$ cat src/rtl/adder_tree_sched_pkg.sv
// Shared types and sizing helpers for the adder tree scheduler.
package adder_tree_sched_pkg;

   // Scheduler states: waiting for work, summing the captured operands, presenting the result
   typedef enum logic [1:0] {
      IDLE    = 2'd0,
      COMPUTE = 2'd1,
      HOLD    = 2'd2
   } state_t;

   // Default configuration
   localparam int DEF_EXPONENT   = 2;
   localparam int DEF_DATA_WIDTH = 4;
   localparam int DEF_NUM_REQ    = 3;

   // Width of a requester index (at least one bit)
   function automatic int id_width(input int n);
      return (n < 2) ? 1 : $clog2(n);
   endfunction

   // Width of one packed operand vector
   function automatic int lane_bits(input int e, input int w);
      return (1 << e) * w;
   endfunction

endpackage

$ cat src/rtl/adder_tree_scheduler_balanced_adder.sv
// Balanced binary adder tree: 2**EXPONENT lanes reduced pairwise, sum wraps at DATA_WIDTH.
module BalancedAdder
   import adder_tree_sched_pkg::*;
#(
   parameter int EXPONENT   = DEF_EXPONENT,
   parameter int DATA_WIDTH = DEF_DATA_WIDTH
) (
   input  logic [lane_bits(EXPONENT, DATA_WIDTH)-1:0] lanes_i,
   output logic [DATA_WIDTH-1:0]                      sum_o
);

   // Level 0 holds the raw lanes; each following level halves the node count
   for (genvar gi = 0; gi <= EXPONENT; gi++) begin : g_lvl
      localparam int CNT = 1 << (EXPONENT - gi);
      logic [CNT*DATA_WIDTH-1:0] vec;
      if (gi == 0) begin : g_leaf
         assign vec = lanes_i;
      end else begin : g_add
         for (genvar gj = 0; gj < CNT; gj++) begin : g_node
            assign vec[gj*DATA_WIDTH +: DATA_WIDTH] =
               g_lvl[gi-1].vec[(2*gj)*DATA_WIDTH +: DATA_WIDTH] +
               g_lvl[gi-1].vec[(2*gj+1)*DATA_WIDTH +: DATA_WIDTH];
         end
      end
   end

   assign sum_o = g_lvl[EXPONENT].vec;

endmodule

$ cat src/rtl/adder_tree_scheduler_rr_arbiter.sv
// Round-robin arbiter: first valid request at or above the pointer wins, else wraps to the lowest.
module rr_arbiter
   import adder_tree_sched_pkg::*;
#(
   parameter int NUM_REQ = DEF_NUM_REQ
) (
   input  logic                             clk,
   input  logic                             rst_n,
   input  logic [NUM_REQ-1:0]               req_i,
   input  logic                             advance_i,
   output logic [NUM_REQ-1:0]               grant_o,
   output logic [id_width(NUM_REQ)-1:0]     grant_idx_o
);

   localparam int ID_W = id_width(NUM_REQ);

   logic [ID_W-1:0] ptr_q;
   logic            found;

   // Two passes: requesters from the pointer upward, then wrap-around from index 0
   always_comb begin
      grant_o     = '0;
      grant_idx_o = '0;
      found       = 1'b0;
      for (int i = 0; i < NUM_REQ; i++) begin
         if (!found && req_i[i] && (ID_W'(i) >= ptr_q)) begin
            grant_o[i]  = 1'b1;
            grant_idx_o = ID_W'(i);
            found       = 1'b1;
         end
      end
      for (int i = 0; i < NUM_REQ; i++) begin
         if (!found && req_i[i]) begin
            grant_o[i]  = 1'b1;
            grant_idx_o = ID_W'(i);
            found       = 1'b1;
         end
      end
   end

   // Pointer moves past the winner only when the grant is actually taken
   always_ff @(posedge clk or negedge rst_n) begin
      if (!rst_n) begin
         ptr_q <= '0;
      end else if (advance_i) begin
         ptr_q <= (grant_idx_o == ID_W'(NUM_REQ - 1)) ? '0 : grant_idx_o + ID_W'(1);
      end
   end

endmodule

$ cat src/rtl/adder_tree_scheduler.sv
// Shares one balanced adder tree among NUM_REQ requesters with round-robin arbitration.
module adder_tree_scheduler
   import adder_tree_sched_pkg::*;
#(
   parameter int EXPONENT   = DEF_EXPONENT,
   parameter int DATA_WIDTH = DEF_DATA_WIDTH,
   parameter int NUM_REQ    = DEF_NUM_REQ
) (
   input  logic                                              clk,
   input  logic                                              rst_n,
   input  logic [NUM_REQ-1:0]                                reqValid,
   input  logic [NUM_REQ*lane_bits(EXPONENT, DATA_WIDTH)-1:0] reqData,
   output logic [NUM_REQ-1:0]                                reqReady,
   output logic                                              rspValid,
   input  logic                                              rspReady,
   output logic [DATA_WIDTH-1:0]                             rspData,
   output logic [id_width(NUM_REQ)-1:0]                      rspId
);

   localparam int ID_W      = id_width(NUM_REQ);
   localparam int LANE_BITS = lane_bits(EXPONENT, DATA_WIDTH);

   state_t                 state_q, state_d;
   logic                   accept;
   logic                   any_valid;
   logic [NUM_REQ-1:0]     grant;
   logic [ID_W-1:0]        grant_idx;
   logic [LANE_BITS-1:0]   grant_data;
   logic [LANE_BITS-1:0]   operand_q;
   logic [ID_W-1:0]        id_q;
   logic [DATA_WIDTH-1:0]  rsp_data_q;
   logic [DATA_WIDTH-1:0]  tree_sum;

   assign any_valid = |reqValid;

   rr_arbiter #(
      .NUM_REQ (NUM_REQ)
   ) u_arb (
      .clk         (clk),
      .rst_n       (rst_n),
      .req_i       (reqValid),
      .advance_i   (accept),
      .grant_o     (grant),
      .grant_idx_o (grant_idx)
   );

   BalancedAdder #(
      .EXPONENT   (EXPONENT),
      .DATA_WIDTH (DATA_WIDTH)
   ) u_tree (
      .lanes_i (operand_q),
      .sum_o   (tree_sum)
   );

   // Select the granted requester's operand slice (grant is one-hot)
   always_comb begin
      grant_data = '0;
      for (int i = 0; i < NUM_REQ; i++) begin
         if (grant[i]) begin
            grant_data = reqData[i*LANE_BITS +: LANE_BITS];
         end
      end
   end

   // Next state and accept decision; a new vector is only taken when no result is pending
   always_comb begin
      state_d = state_q;
      accept  = 1'b0;
      case (state_q)
         IDLE: begin
            if (any_valid) begin
               accept  = 1'b1;
               state_d = COMPUTE;
            end
         end
         COMPUTE: begin
            state_d = HOLD;
         end
         HOLD: begin
            if (rspReady) begin
               if (any_valid) begin
                  accept  = 1'b1;
                  state_d = COMPUTE;
               end else begin
                  state_d = IDLE;
               end
            end
         end
         default: begin
            state_d = IDLE;
         end
      endcase
      // Reset also silences the handshake, since the arbiter is combinational from reqValid
      if (!rst_n) begin
         accept = 1'b0;
      end
   end

   assign reqReady = accept ? grant : '0;

   // State register
   always_ff @(posedge clk or negedge rst_n) begin
      if (!rst_n) begin
         state_q <= IDLE;
      end else begin
         state_q <= state_d;
      end
   end

   // Capture the granted operands and owner; later changes on reqData do not matter
   always_ff @(posedge clk or negedge rst_n) begin
      if (!rst_n) begin
         operand_q <= '0;
         id_q      <= '0;
      end else if (accept) begin
         operand_q <= grant_data;
         id_q      <= grant_idx;
      end
   end

   // Register the tree output at the end of the compute cycle and keep it through HOLD
   always_ff @(posedge clk or negedge rst_n) begin
      if (!rst_n) begin
         rsp_data_q <= '0;
      end else if (state_q == COMPUTE) begin
         rsp_data_q <= tree_sum;
      end
   end

   assign rspValid = (state_q == HOLD);
   assign rspData  = rsp_data_q;
   assign rspId    = id_q;

endmodule
$ cat config.mk
export PLATFORM = sky130hd
export DESIGN_NAME = adder_tree_scheduler
export DESIGN_NICKNAME = d
export VERILOG_FILES = /design/src/rtl/adder_tree_sched_pkg.sv /design/src/rtl/adder_tree_scheduler_balanced_adder.sv /design/src/rtl/adder_tree_scheduler_rr_arbiter.sv /design/src/rtl/adder_tree_scheduler.sv
export SDC_FILE = /design/constraint.sdc
export NUM_CORES = 1
export LEC_CHECK = 0
export ABC_AREA = 0
export BUFFER_PORTS_ARGS = -buffer_cell sky130_fd_sc_hd__buf_4
export CAP_MARGIN = 0
export CELL_PAD_IN_SITES_DETAIL_PLACEMENT = 0
export CELL_PAD_IN_SITES_GLOBAL_PLACEMENT = 1
export CORE_ASPECT_RATIO = 1.75
export CORE_MARGIN = 2
export CORE_UTILIZATION = 40
export CTS_CLUSTER_DIAMETER = 120
export DETAILED_ROUTE_END_ITERATION = 8
export HOLD_SLACK_MARGIN = 0.06
export PLACE_DENSITY = 0.93
export SYNTH_ARGS = -nofsm -noshare
export SYNTH_HDL_FRONTEND = slang
export SYNTH_HIERARCHICAL = 1
export SYNTH_SLANG_ARGS = --single-unit
$ cat constraint.sdc
create_clock -name clk -period 8.9 [get_ports clk]
set_input_delay 0.89 -clock clk [delete_from_list [all_inputs] [get_ports clk]]
set_output_delay 0.89 -clock clk [all_outputs]
set_load 0.02 [all_outputs]
==> results <==
- The cell count after synthesis is 176.
- The detailed placement HPWL is 3.12 mm.
- Yosys mapped the design onto 31 distinct sky130hd cell types.
- Summed over all failing endpoints, the final setup total negative slack is 0 ps.
- The cell type with the highest occurrence count on the critical path is buf_4.
- Input and output buffers added on the ports amount to 63.
- The fraction of synthesized cell area in xor and xnor cells is 0.0349.
- The first global-routing pass estimated 6.20 mm of wire.
- The worst path needs 3310 ps of the cycle, external delays included.
- The area inside the core boundary is 4360 um2.
- The maximum count of clock buffers along a single path is 2.
- The clock sink total is 26.
- The actual transition at the worst max-transition pin is 1050 ps.
- The maximum clock frequency is 302 MHz.
- Grouping stages by cell kind, the critical path spends the most delay in simple AND/OR/NAND/NOR gates.
- In the global route stage, overall resource usage came out at 0.168.
- After synthesis, the share of cell area in mux cells is 0.138.
- The arithmetic-cell share of the synthesized area counting full adders, half adders and majority gates is 0.0809.
- The die covers 5060 um2.
- The clock arrives with 6.25 ps of skew.
- When the netlist entered floorplanning its net count stood at 238.
- The number of rows created at floorplan is 32.
- Counting buffers and inverters, the worst setup path is 6 cells deep.
- The clock insertion delay at the later pin of the skew report is 270 ps.
- The final period utilization is 0.372.
- The clock tree root driver cell is clkbuf_8.
- The number of maximum-capacitance violations is 0.
- The share of the yosys chip area belonging to registers is 0.363.
- The setup path with the least slack is of type in2out.
- STA puts the critical path data arrival time at 2420 ps.
- The initial antenna violation count is 0.
- The element type at the critical path end is an output port.
- The end point of the critical path is reqReady[0].
- For this block, the initial DRC count from the detailed router was 8.
- The final worst hold slack is 510 ps.
- In the routed design, unresolved DRC markers number 0.
- The largest family of logic cells by synthesized area is simple AND/OR/NAND/NOR gates.
- Of the total synthesized cell area, the portion taken by AND, OR, NAND and NOR gates is 0.197.
- The number of standard cells in the final layout excluding fillers is 285.
- Walking the worst path, the cells encountered are buf_4 > nand2_1 > o22ai_1 > nor2_1 > and2_1 > buf_4.
- For this block, the routed nets add up to 3.99 mm of wire.
- The clock buffer count from CTS is 3.
- Of the cells placed in the final design, the portion with a size suffix greater than 1 is 0.410.
- The worst-case register-to-register setup slack is 6000 ps.
- Summed over all cells, the static leakage comes to 1.08 nW.
- The highest fanout seen on the critical path is 17.
- The startpoint of the worst-slack reg-to-reg timing path is operand_q[1].
- The number of ports placed on the die boundary is 64.
- The post-detailed-route wirelength per cell is 14.0 um.
- In the layout the commonest cells are 64 x buf_4, 33 x a21oi_1, 26 x dfrtp_1, 21 x mux2_2.
- The max-slew violation total from the final report is 0.
- The number of global-route vias before repair is 1464.
- The portion of synthesized cell area occupied by the leading cell type is 0.363.
- After routing the design area is 2360 um2.
- The area added between synthesis and finish is 31.5%.
- After synthesis, the mean cell area works out to 10.2 um2.
- The synthesized-area fraction occupied by ao, oa, aoi and oai cells is 0.132.
- At the end of routability-driven placement, the weighted congestion stood at 0.786.
- The most common cell after layout, fill and taps aside is buf_4.
- The worst slew margin relative to its limit is 0.299.
- Summed over all instances, the cell type with the most area after synthesis is dfrtp_1.
- In this run the vertical extent of the chip is 92.6 um.
- Summing all placed instances gives a cell area of 2290 um2.
- The number of setup buffers added after CTS is 0.
- The worst supply voltage drop on vdd is 0.000246 V.
- The type of origin of the critical path is an input pin.
- The number of vias after detailed routing is 1454.
- Together, buffers and inverters on the worst path number 2.
- The stage delay of the slowest cell on the critical path is 800 ps.
- Setup repair after global routing left no endpoint under its margin.
- 0 antenna diodes ended up in the layout.
- The horizontal die dimension is 54.6 um.
- Setup violations remaining at the end of the flow were counted as 0.
- The number of hold-slack violations in the final timing report is 0.
- By area the synthesized netlist is led by dfrtp_1 36%, mux2_2 13%, a21oi_1 9.2%.
- After detailed routing, the number of vias per cell comes to 5.10.
- Once the clock tree was built, the resizer swapped 0 gates to a different size.
- For the worst setup path, the data required time is 8010 ps.
- The starting utilization of the core area is 0.411.
- The post-synthesis sequential element count is 26.
- The detail route stage leaves a number of antenna-violating nets equal to 0.
- The number of search-and-repair iterations in the first detailed-routing pass is 4.
- For this design, the CTS-stage hold fixing added 0 buffers.
- The worst register-to-register path ends at rspData[3].
- The clock transition time at the flip-flop clock pins of the worst setup and hold paths is 90 ps.
- The launching instance or port of the critical path is reqValid[2].
- The path class of the tightest hold or removal check is in2async.
- The number of placed instances, taps included, is 281.
- In this run the number of H-tree levels came out at 1.
- The power per standard cell area is 333 nW/um2.
- The flow ran to the end, and the final reports show no timing, DRC or antenna violations.
- The total overflow left after global routing is 0.
- The Yosys step of the flow raised 6 warnings.
- The overall power is 785 uW.
- Entering global routing, the biggest net connects 34 pins.
- The total number of nets in the final design is 297.
- The path depth of the worst reg2reg path is 8.
- TritonCTS built the clock tree.
- The slowest stage of the critical path is the nor2_1 cell.
- The cell area that synthesis handed to floorplanning was 1790 um2.
worst reg2reg max path, cell delays in order (launching register included):
cell and delay [ps]:
dfrtp_1 410, fa_1 510, fa_1 520, ha_1 150, inv_1 50, fa_1 370, xor2_1 140, xnor3_1 390
mux2_2 260
power breakdown:
part	switching [mW]	internal, mW
Sequential	0.0403	0.177
Combinational	0.206	0.263
Clock	0.0372	0.0602
synthesized netlist by cell type, drive strengths merged:
library cell and instances:
nand2 4, mux2 22, a221oi 1, o21a 2, xnor2 1, o22ai 2
dfrtp 26, nand2b 3, ha 2, nand3b 16, and2 3, o21ai 1
xor2 1, xnor3 2, a31oi 1, nor2b 17, clkbuf 7, nor3 2
nor4b 1, and2b 1, inv 12, buf 3, o2bb2ai 1, nor2 5
a21oi 34, fa 6
registers in the layout, indices dropped and copies added (netlist names):
register     flops
operand_q       16
rspData          4
rspId            2
state_q          2
u_arb/ptr_q      2
metal layers:
| metal | vias up | track usage | wire length, um |
|---|---|---|---|
| li1 | 719 | - | - |
| met1 | 687 | 0.179 | 1470 |
| met2 | 42 | 0.313 | 2270 |
| met3 | 6 | 0.0194 | 183 |
| met4 | 0 | 0.0625 | 68 |
| met5 | - | 0 | 0 |
metrics by stage:
step	util	worst slack, ps
6_report	0.540	5590
3_5_place_dp	0.524	5590
2_1_floorplan	-	6090
3_3_place_gp	0.524	5570
5_1_grt	0.540	5450
4_1_cts	0.540	5590
logic make-up (layout without fill, tap and decap cells):
logic type      Yosys count  after routing
fa+ha+maj                 8              8
simple gates             52             52
compound gates           42             42
xor+xnor                  4              4
flops                    26             26
buf+inv                  22             80
mux                      22             22
worst min path at each step:
stage,startpoint,to,slack (ps)
after floorplan,operand_q[14],operand_q[14],480
after global placement,rspData[0],rspData[0],490
after detailed placement,rspData[2],rspData[2],490
after CTS,rspData[2],rspData[2],510
after global routing,rst_n,state_q[1],530
final,rst_n,operand_q[9],510
cell type report:
class / instances / area [um2]
clock buffers: 3 / 41.3
clock inverters: 1 / 30.0
fillers: 425 / 2010
inverters: 12 / 45.0
multi-input cells: 128 / 1050
flip-flops and latches: 26 / 651
well taps: 51 / 63.8
repair buffers: 64 / 480
Power figures use the tool's default switching activity.
